[config.mk]
export PLATFORM = sky130hd
export DESIGN_NAME = intersection_ctrl_flat
export DESIGN_NICKNAME = d
export VERILOG_FILES = /design/src/rtl/intersection_ctrl_pkg.sv /design/src/rtl/intersection_ctrl_if.sv /design/src/rtl/intersection_ctrl_phase_timer.sv /design/src/rtl/intersection_ctrl.sv /design/src/flat_wrapper.sv
export SDC_FILE = /design/constraint.sdc
export NUM_CORES = 1
export LEC_CHECK = 0
export ABC_CLOCK_PERIOD_IN_PS = 5100
export BUFFER_PORTS_ARGS = -buffer_cell sky130_fd_sc_hd__buf_4
export CAP_MARGIN = 15
export CORE_MARGIN = 2
export CORE_UTILIZATION = 45
export DETAILED_ROUTE_END_ITERATION = 8
export MAX_ROUTING_LAYER = met4
export PLACE_DENSITY = 0.85
export REMOVE_ABC_BUFFERS = 1
export SLEW_MARGIN = 5
export SYNTH_ARGS = -nofsm -noshare
export SYNTH_HDL_FRONTEND = slang
export SYNTH_SLANG_ARGS = --single-unit
[constraint.sdc]
create_clock -name clk -period 5.1 [get_ports clk]
set_input_delay 0.255 -clock clk [delete_from_list [all_inputs] [get_ports clk]]
set_output_delay 0.255 -clock clk [all_outputs]
set_load 0.05 [all_outputs]
[src/rtl/intersection_ctrl_pkg.sv]
// Shared types for the two-approach intersection controller: phase encoding,
// lamp bundles and the phase-to-lamp decode used by the output stage.
package tl_pkg;

    typedef enum logic [2:0] {
        IDLE     = 3'd0,
        A_GREEN,
        A_YELLOW,
        A_ALLRED,
        B_GREEN,
        B_YELLOW,
        B_ALLRED,
        PED_WALK = 3'd7
    } phase_t;

    typedef struct packed {
        logic red;
        logic yellow;
        logic green;
    } lamp_t;

    typedef struct packed {
        lamp_t a;
        lamp_t b;
    } lamp_pair_t;

    // Exactly one lamp per head in every active phase; IDLE leaves both dark.
    function automatic lamp_pair_t phase_to_lamps(input phase_t phase);
        lamp_pair_t lamps;
        lamps = '0;
        case (phase)
            A_GREEN:  begin lamps.a.green  = 1'b1; lamps.b.red    = 1'b1; end
            A_YELLOW: begin lamps.a.yellow = 1'b1; lamps.b.red    = 1'b1; end
            B_GREEN:  begin lamps.a.red    = 1'b1; lamps.b.green  = 1'b1; end
            B_YELLOW: begin lamps.a.red    = 1'b1; lamps.b.yellow = 1'b1; end
            A_ALLRED, B_ALLRED, PED_WALK: begin
                lamps.a.red = 1'b1;
                lamps.b.red = 1'b1;
            end
            default: lamps = '0;
        endcase
        return lamps;
    endfunction

endpackage

[src/rtl/intersection_ctrl_if.sv]
// Control/duration/lamp bundle between a supervisor (master) and the
// intersection controller (slave).
interface intersection_ctrl_if #(parameter int WIDTH = 32);
    logic             start;
    logic             maintenance;
    logic [WIDTH-1:0] green_a_duration;
    logic [WIDTH-1:0] green_b_duration;
    logic [WIDTH-1:0] yellow_duration;
    logic [WIDTH-1:0] allred_duration;
    logic [WIDTH-1:0] walk_duration;
    logic             ped_req;
    logic             ped_ack;
    logic             walk;
    logic             a_red, a_yellow, a_green;
    logic             b_red, b_yellow, b_green;

    modport master (
        output start, maintenance, green_a_duration, green_b_duration,
               yellow_duration, allred_duration, walk_duration, ped_req,
        input  ped_ack, walk, a_red, a_yellow, a_green, b_red, b_yellow, b_green
    );

    modport slave (
        input  start, maintenance, green_a_duration, green_b_duration,
               yellow_duration, allred_duration, walk_duration, ped_req,
        output ped_ack, walk, a_red, a_yellow, a_green, b_red, b_yellow, b_green
    );
endinterface

[src/rtl/intersection_ctrl_phase_timer.sv]
// Shared phase down-counter: loads max(duration,1)-1 at phase entry, freezes
// while hold is high, and flags expiry when the count reaches zero.
module phase_timer #(
    parameter int WIDTH = 32
) (
    input  logic             clk,
    input  logic             rst_n,
    input  logic             load,
    input  logic [WIDTH-1:0] load_value,
    input  logic             hold,
    output logic             expired
);
    localparam logic [WIDTH-1:0] ONE = WIDTH'(1);

    logic [WIDTH-1:0] r_count;

    always_ff @(posedge clk or negedge rst_n) begin
        if (!rst_n) begin
            r_count <= '0;
        end else if (!hold) begin
            if (load) begin
                // A zero duration behaves like one cycle
                r_count <= (load_value == '0) ? '0 : load_value - ONE;
            end else if (r_count != '0) begin
                r_count <= r_count - ONE;
            end
        end
    end

    assign expired = (r_count == '0);
endmodule

[src/rtl/intersection_ctrl.sv]
// Two-approach intersection sequencer with all-red clearance. Defining
// PED_REQ_EN adds the pedestrian walk phase served after B_ALLRED on request.
module intersection_ctrl
    import tl_pkg::*;
#(
    parameter int WIDTH = 32
) (
    input  logic              clk,
    input  logic              rst_n,
    intersection_ctrl_if.slave bus
);
    phase_t           r_state;
    phase_t           w_state_next;
    logic             w_expired;
    logic             w_load;
    logic [WIDTH-1:0] w_load_value;
    lamp_pair_t       w_lamps;
`ifdef PED_REQ_EN
    logic             r_ped_pending;
    logic             r_ped_ack;
    logic             w_ped_entry;

    assign w_ped_entry = !bus.maintenance && (w_state_next == PED_WALK) && (r_state != PED_WALK);
`else
    logic             w_unused;

    assign w_unused = &{1'b0, bus.ped_req, bus.walk_duration};
`endif

    phase_timer #(.WIDTH(WIDTH)) u_timer (
        .clk        (clk),
        .rst_n      (rst_n),
        .load       (w_load),
        .load_value (w_load_value),
        .hold       (bus.maintenance),
        .expired    (w_expired)
    );

    always_ff @(posedge clk or negedge rst_n) begin
        if (!rst_n) begin
            r_state       <= IDLE;
`ifdef PED_REQ_EN
            r_ped_pending <= 1'b0;
            r_ped_ack     <= 1'b0;
`endif
        end else begin
            r_state       <= w_state_next;
`ifdef PED_REQ_EN
            r_ped_ack     <= w_ped_entry;
            if (!bus.maintenance) begin
                if (!bus.start || w_ped_entry)
                    r_ped_pending <= 1'b0;
                else if (bus.ped_req && r_state != IDLE && r_state != PED_WALK)
                    r_ped_pending <= 1'b1;
            end
`endif
        end
    end

    always_comb begin
        w_state_next = r_state;
        if (bus.maintenance) begin
            w_state_next = r_state;
        end else if (!bus.start) begin
            w_state_next = IDLE;
        end else begin
            case (r_state)
                IDLE:     w_state_next = A_GREEN;
                A_GREEN:  if (w_expired) w_state_next = A_YELLOW;
                A_YELLOW: if (w_expired) w_state_next = A_ALLRED;
                A_ALLRED: if (w_expired) w_state_next = B_GREEN;
                B_GREEN:  if (w_expired) w_state_next = B_YELLOW;
                B_YELLOW: if (w_expired) w_state_next = B_ALLRED;
`ifdef PED_REQ_EN
                // A request arriving in the final clearance cycle still counts
                B_ALLRED: if (w_expired) w_state_next = (r_ped_pending || bus.ped_req) ? PED_WALK : A_GREEN;
                PED_WALK: if (w_expired) w_state_next = A_GREEN;
`else
                B_ALLRED: if (w_expired) w_state_next = A_GREEN;
`endif
                default:  w_state_next = IDLE;
            endcase
        end

        // Reload on every phase change, and zero the timer while idle
        w_load = !bus.maintenance && ((w_state_next != r_state) || (w_state_next == IDLE));
        case (w_state_next)
            A_GREEN:            w_load_value = bus.green_a_duration;
            B_GREEN:            w_load_value = bus.green_b_duration;
            A_YELLOW, B_YELLOW: w_load_value = bus.yellow_duration;
            A_ALLRED, B_ALLRED: w_load_value = bus.allred_duration;
`ifdef PED_REQ_EN
            PED_WALK:           w_load_value = bus.walk_duration;
`endif
            default:            w_load_value = '0;
        endcase
    end

    always_comb begin
        w_lamps      = phase_to_lamps(r_state);
        bus.a_red    = w_lamps.a.red;
        bus.a_yellow = w_lamps.a.yellow;
        bus.a_green  = w_lamps.a.green;
        bus.b_red    = w_lamps.b.red;
        bus.b_yellow = w_lamps.b.yellow;
        bus.b_green  = w_lamps.b.green;
`ifdef PED_REQ_EN
        bus.walk     = (r_state == PED_WALK);
        bus.ped_ack  = r_ped_ack;
`else
        bus.walk     = 1'b0;
        bus.ped_ack  = 1'b0;
`endif
        if (bus.maintenance) begin
            bus.a_red    = 1'b1;
            bus.a_yellow = 1'b0;
            bus.a_green  = 1'b0;
            bus.b_red    = 1'b1;
            bus.b_yellow = 1'b0;
            bus.b_green  = 1'b0;
            bus.walk     = 1'b0;
            bus.ped_ack  = 1'b0;
        end
    end
endmodule

[src/flat_wrapper.sv]
// flat-port wrapper written by rule: the top's interface ports become plain ports
module intersection_ctrl_flat import tl_pkg::*;
#(
    parameter int WIDTH = 32
)
  (clk, rst_n, bus_start, bus_maintenance, bus_green_a_duration, bus_green_b_duration, bus_yellow_duration, bus_allred_duration, bus_walk_duration, bus_ped_req, bus_ped_ack, bus_walk, bus_a_red, bus_a_yellow, bus_a_green, bus_b_red, bus_b_yellow, bus_b_green);
  intersection_ctrl_if #(.WIDTH(WIDTH)) bus_i ();
  input  logic clk;
  input  logic rst_n;
  input wire logic [$bits(bus_i.start)-1:0] bus_start;
  input wire logic [$bits(bus_i.maintenance)-1:0] bus_maintenance;
  input wire logic [$bits(bus_i.green_a_duration)-1:0] bus_green_a_duration;
  input wire logic [$bits(bus_i.green_b_duration)-1:0] bus_green_b_duration;
  input wire logic [$bits(bus_i.yellow_duration)-1:0] bus_yellow_duration;
  input wire logic [$bits(bus_i.allred_duration)-1:0] bus_allred_duration;
  input wire logic [$bits(bus_i.walk_duration)-1:0] bus_walk_duration;
  input wire logic [$bits(bus_i.ped_req)-1:0] bus_ped_req;
  output wire logic [$bits(bus_i.ped_ack)-1:0] bus_ped_ack;
  output wire logic [$bits(bus_i.walk)-1:0] bus_walk;
  output wire logic [$bits(bus_i.a_red)-1:0] bus_a_red;
  output wire logic [$bits(bus_i.a_yellow)-1:0] bus_a_yellow;
  output wire logic [$bits(bus_i.a_green)-1:0] bus_a_green;
  output wire logic [$bits(bus_i.b_red)-1:0] bus_b_red;
  output wire logic [$bits(bus_i.b_yellow)-1:0] bus_b_yellow;
  output wire logic [$bits(bus_i.b_green)-1:0] bus_b_green;
  assign bus_i.start = bus_start;
  assign bus_i.maintenance = bus_maintenance;
  assign bus_i.green_a_duration = bus_green_a_duration;
  assign bus_i.green_b_duration = bus_green_b_duration;
  assign bus_i.yellow_duration = bus_yellow_duration;
  assign bus_i.allred_duration = bus_allred_duration;
  assign bus_i.walk_duration = bus_walk_duration;
  assign bus_i.ped_req = bus_ped_req;
  assign bus_ped_ack = bus_i.ped_ack;
  assign bus_walk = bus_i.walk;
  assign bus_a_red = bus_i.a_red;
  assign bus_a_yellow = bus_i.a_yellow;
  assign bus_a_green = bus_i.a_green;
  assign bus_b_red = bus_i.b_red;
  assign bus_b_yellow = bus_i.b_yellow;
  assign bus_b_green = bus_i.b_green;
  intersection_ctrl #(.WIDTH(WIDTH)) u_core (.clk(clk), .rst_n(rst_n), .bus(bus_i));
endmodule
==> flow_metrics.tcl, run 1 <==
set metrics [dict create \
    status "finished, final reports clean" \
    final_util_pct 63.0 \
    die_h_um 102 \
    rows 35 \
    async_flop_share_pct 100 \
    clkLatencyLatePin_ps 290 \
    synth_edf_count 0 \
    crit_top_cell "or4_4" \
    placed_area_um2 5710 \
    track_usage_pct 31.9 \
    cts-htree-levels 2 \
    synth.cell_area_um2 4290 \
    tightest_slew_ps 799 \
    synth-seq-cells 35 \
    crit_arrival_ps 5060 \
    final_common_cell "buf_4" \
    finalCritPeriodShare_pct 95.8 \
    rsz0062_at_grt "no" \
    synth_ff_type "dfrtp_1" \
    crit_path_cell_trace "or4_4, nor4b_4, nand4_4, a211oi_4, inv_4, nand3_1, mux2i_2, buf_12, a221o_1, or3_4, or4_1, or4_4, xnor2_1, o21ai_1" \
    max_freq_mhz 205 \
    grt_pass1_wl_mm 25.4 \
    maxSlewHeadroom_pct 46.4 \
    crit_path_max_incr_delay_ps 590 \
    synth_area_leader_cell "dfrtp_1" \
    worst_setup_path_end_kind "register" \
    p_leak_uw 0.00244 \
    ctsLongestPathBuffers 2 \
    fp.dieW_um 102 \
    crit_slowest_cell "or4_4" \
    clockRootBuffer "clkbuf_8" \
    grt_pass1_vias 5118 \
    synth.top_cells.by_area "dfrtp_1, nor2_1, o21ai_0" \
    hold_path_class "input pin to register" \
    drc 0 \
    syn_inst 583 \
    drive_gt1_share_pct 30.8 \
    via_per_inst 6.33 \
    final-hold-violation-count 0 \
    maxCapViolCount 0 \
    portBuffers 137 \
    diodes 0 \
    synth_seq_area_share_pct 20.4 \
    yosys_warnings 0 \
    io_pins 173 \
    globalplace.congestion 0.937 \
    fin_skew_ps 6.91 \
    core_um2 9240 \
    worstPathMaxFanout 31 \
    yosysTopAreaCellShare_pct 20.4 \
    setup_viol 0 \
    ys_types 76 \
    wl_mm 16.1 \
    ant_nets 0 \
    fin_hold_ws_ps 401 \
    drt_iter0_drc 479 \
    final-max-slew-violation-count 0 \
    wl_per_cell_um 18.6 \
    fp.dieArea_um2 10300 \
    final_cell_mix "buf_4, nor2_1, o21ai_0" \
    syn_avg_cell_area_um2 7.36 \
    cp.required_ps 5280 \
    hpwl_mm 12.9 \
    vias 5505 \
    worstSetupPathType "register to register" \
    p_per_area_nw_per_um2 303 \
    cts_sinks 35 \
    cts_tree "done" \
    clk_pin_slew_ps 80 \
    grt_antenna_before_repair 0 \
    period_minus_slack_ps 4880 \
    fin_area_um2 5820 \
    grt_max_degree 53 \
    cts_buffers 5 \
    initial_core_util_pct 46.4 \
    grt_overflow 0 \
    layout.nets 908 \
    drt_first_pass_iters 6 \
    cp-start-kind "register" \
    syn2layout_area_growth_pct 35.6 \
    irDropWorstVdd_v 0.000119 \
]
-- layer usage --
layer / up-vias / global-route usage [%] / wire length, um
met4: 0 / 9.67 / 427
met5: - / - / 0
met3: 38 / 3.38 / 1250
met2: 330 / 52.8 / 7830
li1: 2564 / - / -
met1: 2573 / 41.0 / 6640
-- synthesized netlist by cell type, types with 6 or more instances --
cell,n
nor2_1,82
nor3_1,26
nor4_1,17
nand3_1,24
dfrtp_1,35
o211ai_1,9
a22o_1,11
nand2_1,33
or2_2,7
o21ai_0,42
o31a_1,6
xnor2_1,18
nand2b_1,7
xor2_1,9
a32o_1,12
buf_2,8
nand4_1,7
clkbuf_1,28
a22oi_1,14
and2_1,8
a221oi_1,23
inv_1,11
o221ai_1,7
or3_1,6
a21oi_1,33
-- worst paths after layout --
check                           slack [ps]                       start                         end  cells after the start
worst max register to register         220  u_core.u_timer.r_count[20]  u_core.u_timer.r_count[28]                     14
worst min-delay path                   400    bus_green_a_duration[28]  u_core.u_timer.r_count[28]                      4
worst min register to register         540  u_core.u_timer.r_count[13]  u_core.u_timer.r_count[13]                      2
max in group asynchronous             4310                       rst_n  u_core.u_timer.r_count[31]                      2
worst max-delay path                   220  u_core.u_timer.r_count[20]  u_core.u_timer.r_count[28]                     14
min in group asynchronous              460                       rst_n  u_core.u_timer.r_count[24]                      2
-- worst max-delay path, delay by kind of cell, from the launching register on --
family / cells / cell delay (ps)
buffers and inverters: 2 / 290
muxes: 1 / 130
DFF: 1 / 400
AOI/OAI and AO/OA: 3 / 970
xor gates and xnor gates: 1 / 150
and+or+nand+nor: 7 / 2820
-- layout make-up --
cell class                 count  area, um2
clock inverter                 1       5.00
clock buffer                   6       82.6
timing repair buffer         193       1480
inverter                      13       51.3
tap                          129        161
sequential                    35        876
fill                         797       3420
multi-input combinational    492       3170
-- sequential cells by signal (all words and copies together) (netlist names) --
name                    flops
u_core.u_timer.r_count     32
u_core.r_state              3
-- per-stage QoR --
step / TNS (ps) / worst slack (ps) / instances / total power [uW]
2_1_floorplan: -2140 / -461 / 540 / 1090
6_report: 0 / 216 / 869 / 1760
5_1_grt: 0 / 29.7 / 869 / 1880
3_3_place_gp: 0 / 313 / 860 / 1490
4_1_cts: 0 / 215 / 868 / 1740
3_5_place_dp: 0 / 238 / 860 / 1530
-- where the power goes --
part | internal, uW | switching, uW
clock | 106 | 104
combinational | 477 | 595
sequential | 368 | 111
-- cells by family after synthesis --
logic type / count (synthesis) / share of synthesized area, %
and+or+nand+nor: 243 / 29.5
AOI/OAI and AO/OA: 209 / 35.5
buffers and inverters: 57 / 6.07
DFF: 35 / 20.4
xor gates and xnor gates: 27 / 5.51
muxes: 6 / 1.55
adders and majority gates: 5 / 1.34
other: 1 / 0.0874
-- timing repair --
| action | in CTS | in global routing |
|---|---|---|
| hold buffers | 1 | 0 |
| buffers inserted | 0 | 1 |
| hold endpoints to repair | 35 | 0 |
| resized for setup | 0 | 1 |
| setup endpoints to repair | 0 | 2 |
(Power assumes the default switching activity.)
==> run 2: changes to the inputs <==
- BUFFER_PORTS_ARGS: -buffer_cell sky130_fd_sc_hd__buf_4 -> not set
- CTS_BUF_LIST: not set -> sky130_fd_sc_hd__clkbuf_8
- DONT_BUFFER_PORTS: not set -> 1
- PLACE_DENSITY: 0.85 -> 0.69
- REMOVE_ABC_BUFFERS: 1 -> not set
==> run 2 against run 1 <==
Net effect:
- fmax decreased by 0.88%
- largest power group unchanged
- wire length is 6.5% lower
- clock-buffer cell count did not move
- critical path type unchanged
- cell count decreased by 17%
- die area unchanged
- flip-flop and latch count did not move
- power decreased by 4.2%
- via count down 11%
- register-to-register slack lost 40 ps
- utilization shrank 11 points
- first-iteration DRC count shrank 5.6%
==> flow_metrics.tcl, run 2 (synthesis results as in run 1) <==
set metrics [dict create \
    status "finished, final reports clean" \
    drive_gt1_share_pct 14.4 \
    core_um2 9240 \
    irDropWorstVdd_v 0.000136 \
    via_per_inst 6.82 \
    fin_setup_tns_ps 0 \
    setup_viol 0 \
    ant_nets 0 \
    grt_busiest_layer "met2" \
    track_usage_pct 29.7 \
    rows 35 \
    drt_iter0_drc 452 \
    cts_buffers 5 \
    largest_register_ffs 32 \
    grt_max_degree 54 \
    p_per_area_nw_per_um2 352 \
    grt_use_met3_pct 5.24 \
    final-hold-violation-count 0 \
    syn2layout_area_growth_pct 11.8 \
    fp.dieArea_um2 10300 \
    grt_use_met1_pct 38.0 \
    crit_path_cell_trace "or4_1, or4_1, nor4_4, a211oi_4, buf_4, o21ai_4, mux2i_4, a221oi_4, ha_2, o2111ai_2, nand4bb_1, or4_1, or4_4, xnor2_1, o21ai_1" \
    final_cell_mix "nor2_1, o21ai_0, buf_4" \
    cts_tree "done" \
    crit_arrival_ps 5100 \
    portBuffers 0 \
    nFillCells 894 \
    drt_first_pass_iters 5 \
    vias 4906 \
    cts-htree-levels 2 \
    largest-register "u_core.u_timer.r_count" \
    die_h_um 102 \
    io_pins 173 \
    clockRootBuffer "clkbuf_8" \
    wl_per_cell_um 21.0 \
    drc 0 \
    crit_top_cell "or4_1" \
    worstPathMaxFanout 11 \
    wl_mm 15.1 \
    seqCellArea_um2 876 \
    grt_overflow 0 \
    maxCapViolCount 0 \
    final-max-slew-violation-count 0 \
    tightest_slew_ps 940 \
    grt_antenna_before_repair 0 \
    maxSlewHeadroom_pct 36.9 \
    rsz0062_at_grt "no" \
    max_freq_mhz 203 \
    globalplace.congestion 1.04 \
    worst_setup_path_end_kind "register" \
    multi_input_area_um2 3260 \
    reg2reg_slack_ps 170 \
    finalCritPeriodShare_pct 96.6 \
    clkLatencyLatePin_ps 290 \
    worstSetupPathType "register to register" \
    ctsLongestPathBuffers 2 \
    crit_path_max_incr_delay_ps 630 \
    grt_pass1_vias 4524 \
    grt_pass1_wl_mm 23.3 \
    cp.required_ps 5270 \
    fp.dieW_um 102 \
    grt.met2_usage_pct 46.9 \
    fin_skew_ps 9.41 \
    p_leak_uw 0.00176 \
    crit_slowest_cell "or4_1" \
    hold_path_class "input pin to register" \
    period_minus_slack_ps 4930 \
    cp-start-kind "register" \
    top_regs "u_core.u_timer.r_count x32, u_core.r_state x3" \
    final_util_pct 51.9 \
    diodes 0 \
    hpwl_mm 11.8 \
    layout.nets 757 \
    cts_sinks 35 \
    final_common_cell "nor2_1" \
    clk_pin_slew_ps 70 \
    initial_core_util_pct 46.4 \
]
==> run 2: cell count changes in the layout (fill, tap and decap cells not counted), moves of 2 or more <==
| cell | delta |
|---|---|
| buf_4 | -150 |
| a221oi_1 | -2 |
| a221oi_4 | +2 |
| nor4_1 | -2 |
==> run 2: timing repair <==
item | 4_1_cts | 5_1_grt
buffers inserted | 0 | 2
endpoints found under the setup margin | 0 | 26
hold buffers | 2 | 0
endpoints found under the hold margin | 35 | 0
gates resized for setup | 0 | 5
==> run 2: layout make-up <==
cell class | count | share of cell area [%]
Clock buffer | 6 | 1.72
Clock inverter | 2 | 0.730
Inverter | 13 | 1.07
Multi-Input combinational cell | 492 | 68.0
Sequential cell | 35 | 18.3
Tap cell | 129 | 3.36
Timing Repair Buffer | 42 | 6.88
==> run 2: path summary, 6_finish.rpt <==
| kind | start | end | cells past startpoint |
|---|---|---|---|
| worst max-delay path | u_core.u_timer.r_count[27] | u_core.u_timer.r_count[28] | 15 |
| worst min-delay path | bus_maintenance | u_core.u_timer.r_count[1] | 1 |
| worst max register to register | u_core.u_timer.r_count[27] | u_core.u_timer.r_count[28] | 15 |
| worst min register to register | u_core.u_timer.r_count[26] | u_core.u_timer.r_count[26] | 2 |
| max in group asynchronous | rst_n | u_core.u_timer.r_count[2] | 2 |
| min in group asynchronous | rst_n | u_core.u_timer.r_count[16] | 2 |
==> run 2: per-stage QoR <==
stage               setup WS, ps  instances  cell area, um2  hold slack [ps]  power, uW
floorplan                   4.44        584            4380            -40.6       1150
global placement             187        707            4610            -38.2       1360
detailed placement           133        707            4610            -38.6       1390
CTS                          108        717            4750             62.5       1660
global route                37.8        719            4800             71.2       1800
finish                       172        719            4800             83.2       1690
==> run 2: worst max-delay path, delay by kind of cell, from the launching register on <==
family / cells / cell delay [ps]
adder cells (fa/ha/maj): 1 / 270
multiplexers: 1 / 230
XOR/XNOR: 1 / 240
AO/OA/AOI/OAI: 5 / 840
buffers and inverters: 1 / 200
flip-flops: 1 / 440
AND/OR/NAND/NOR: 6 / 2580
==> run 2: layer usage <==
metal | vias up | wire length [um]
li1 | 2266 | -
met1 | 2334 | 6160
met2 | 264 | 7220
met3 | 42 | 1190
met4 | 0 | 533
met5 | - | 0
==> run 2: report_power, final <==
group	internal, uW	switching [uW]
clock network	158	106
logic	381	562
registers	368	113
total	907	781
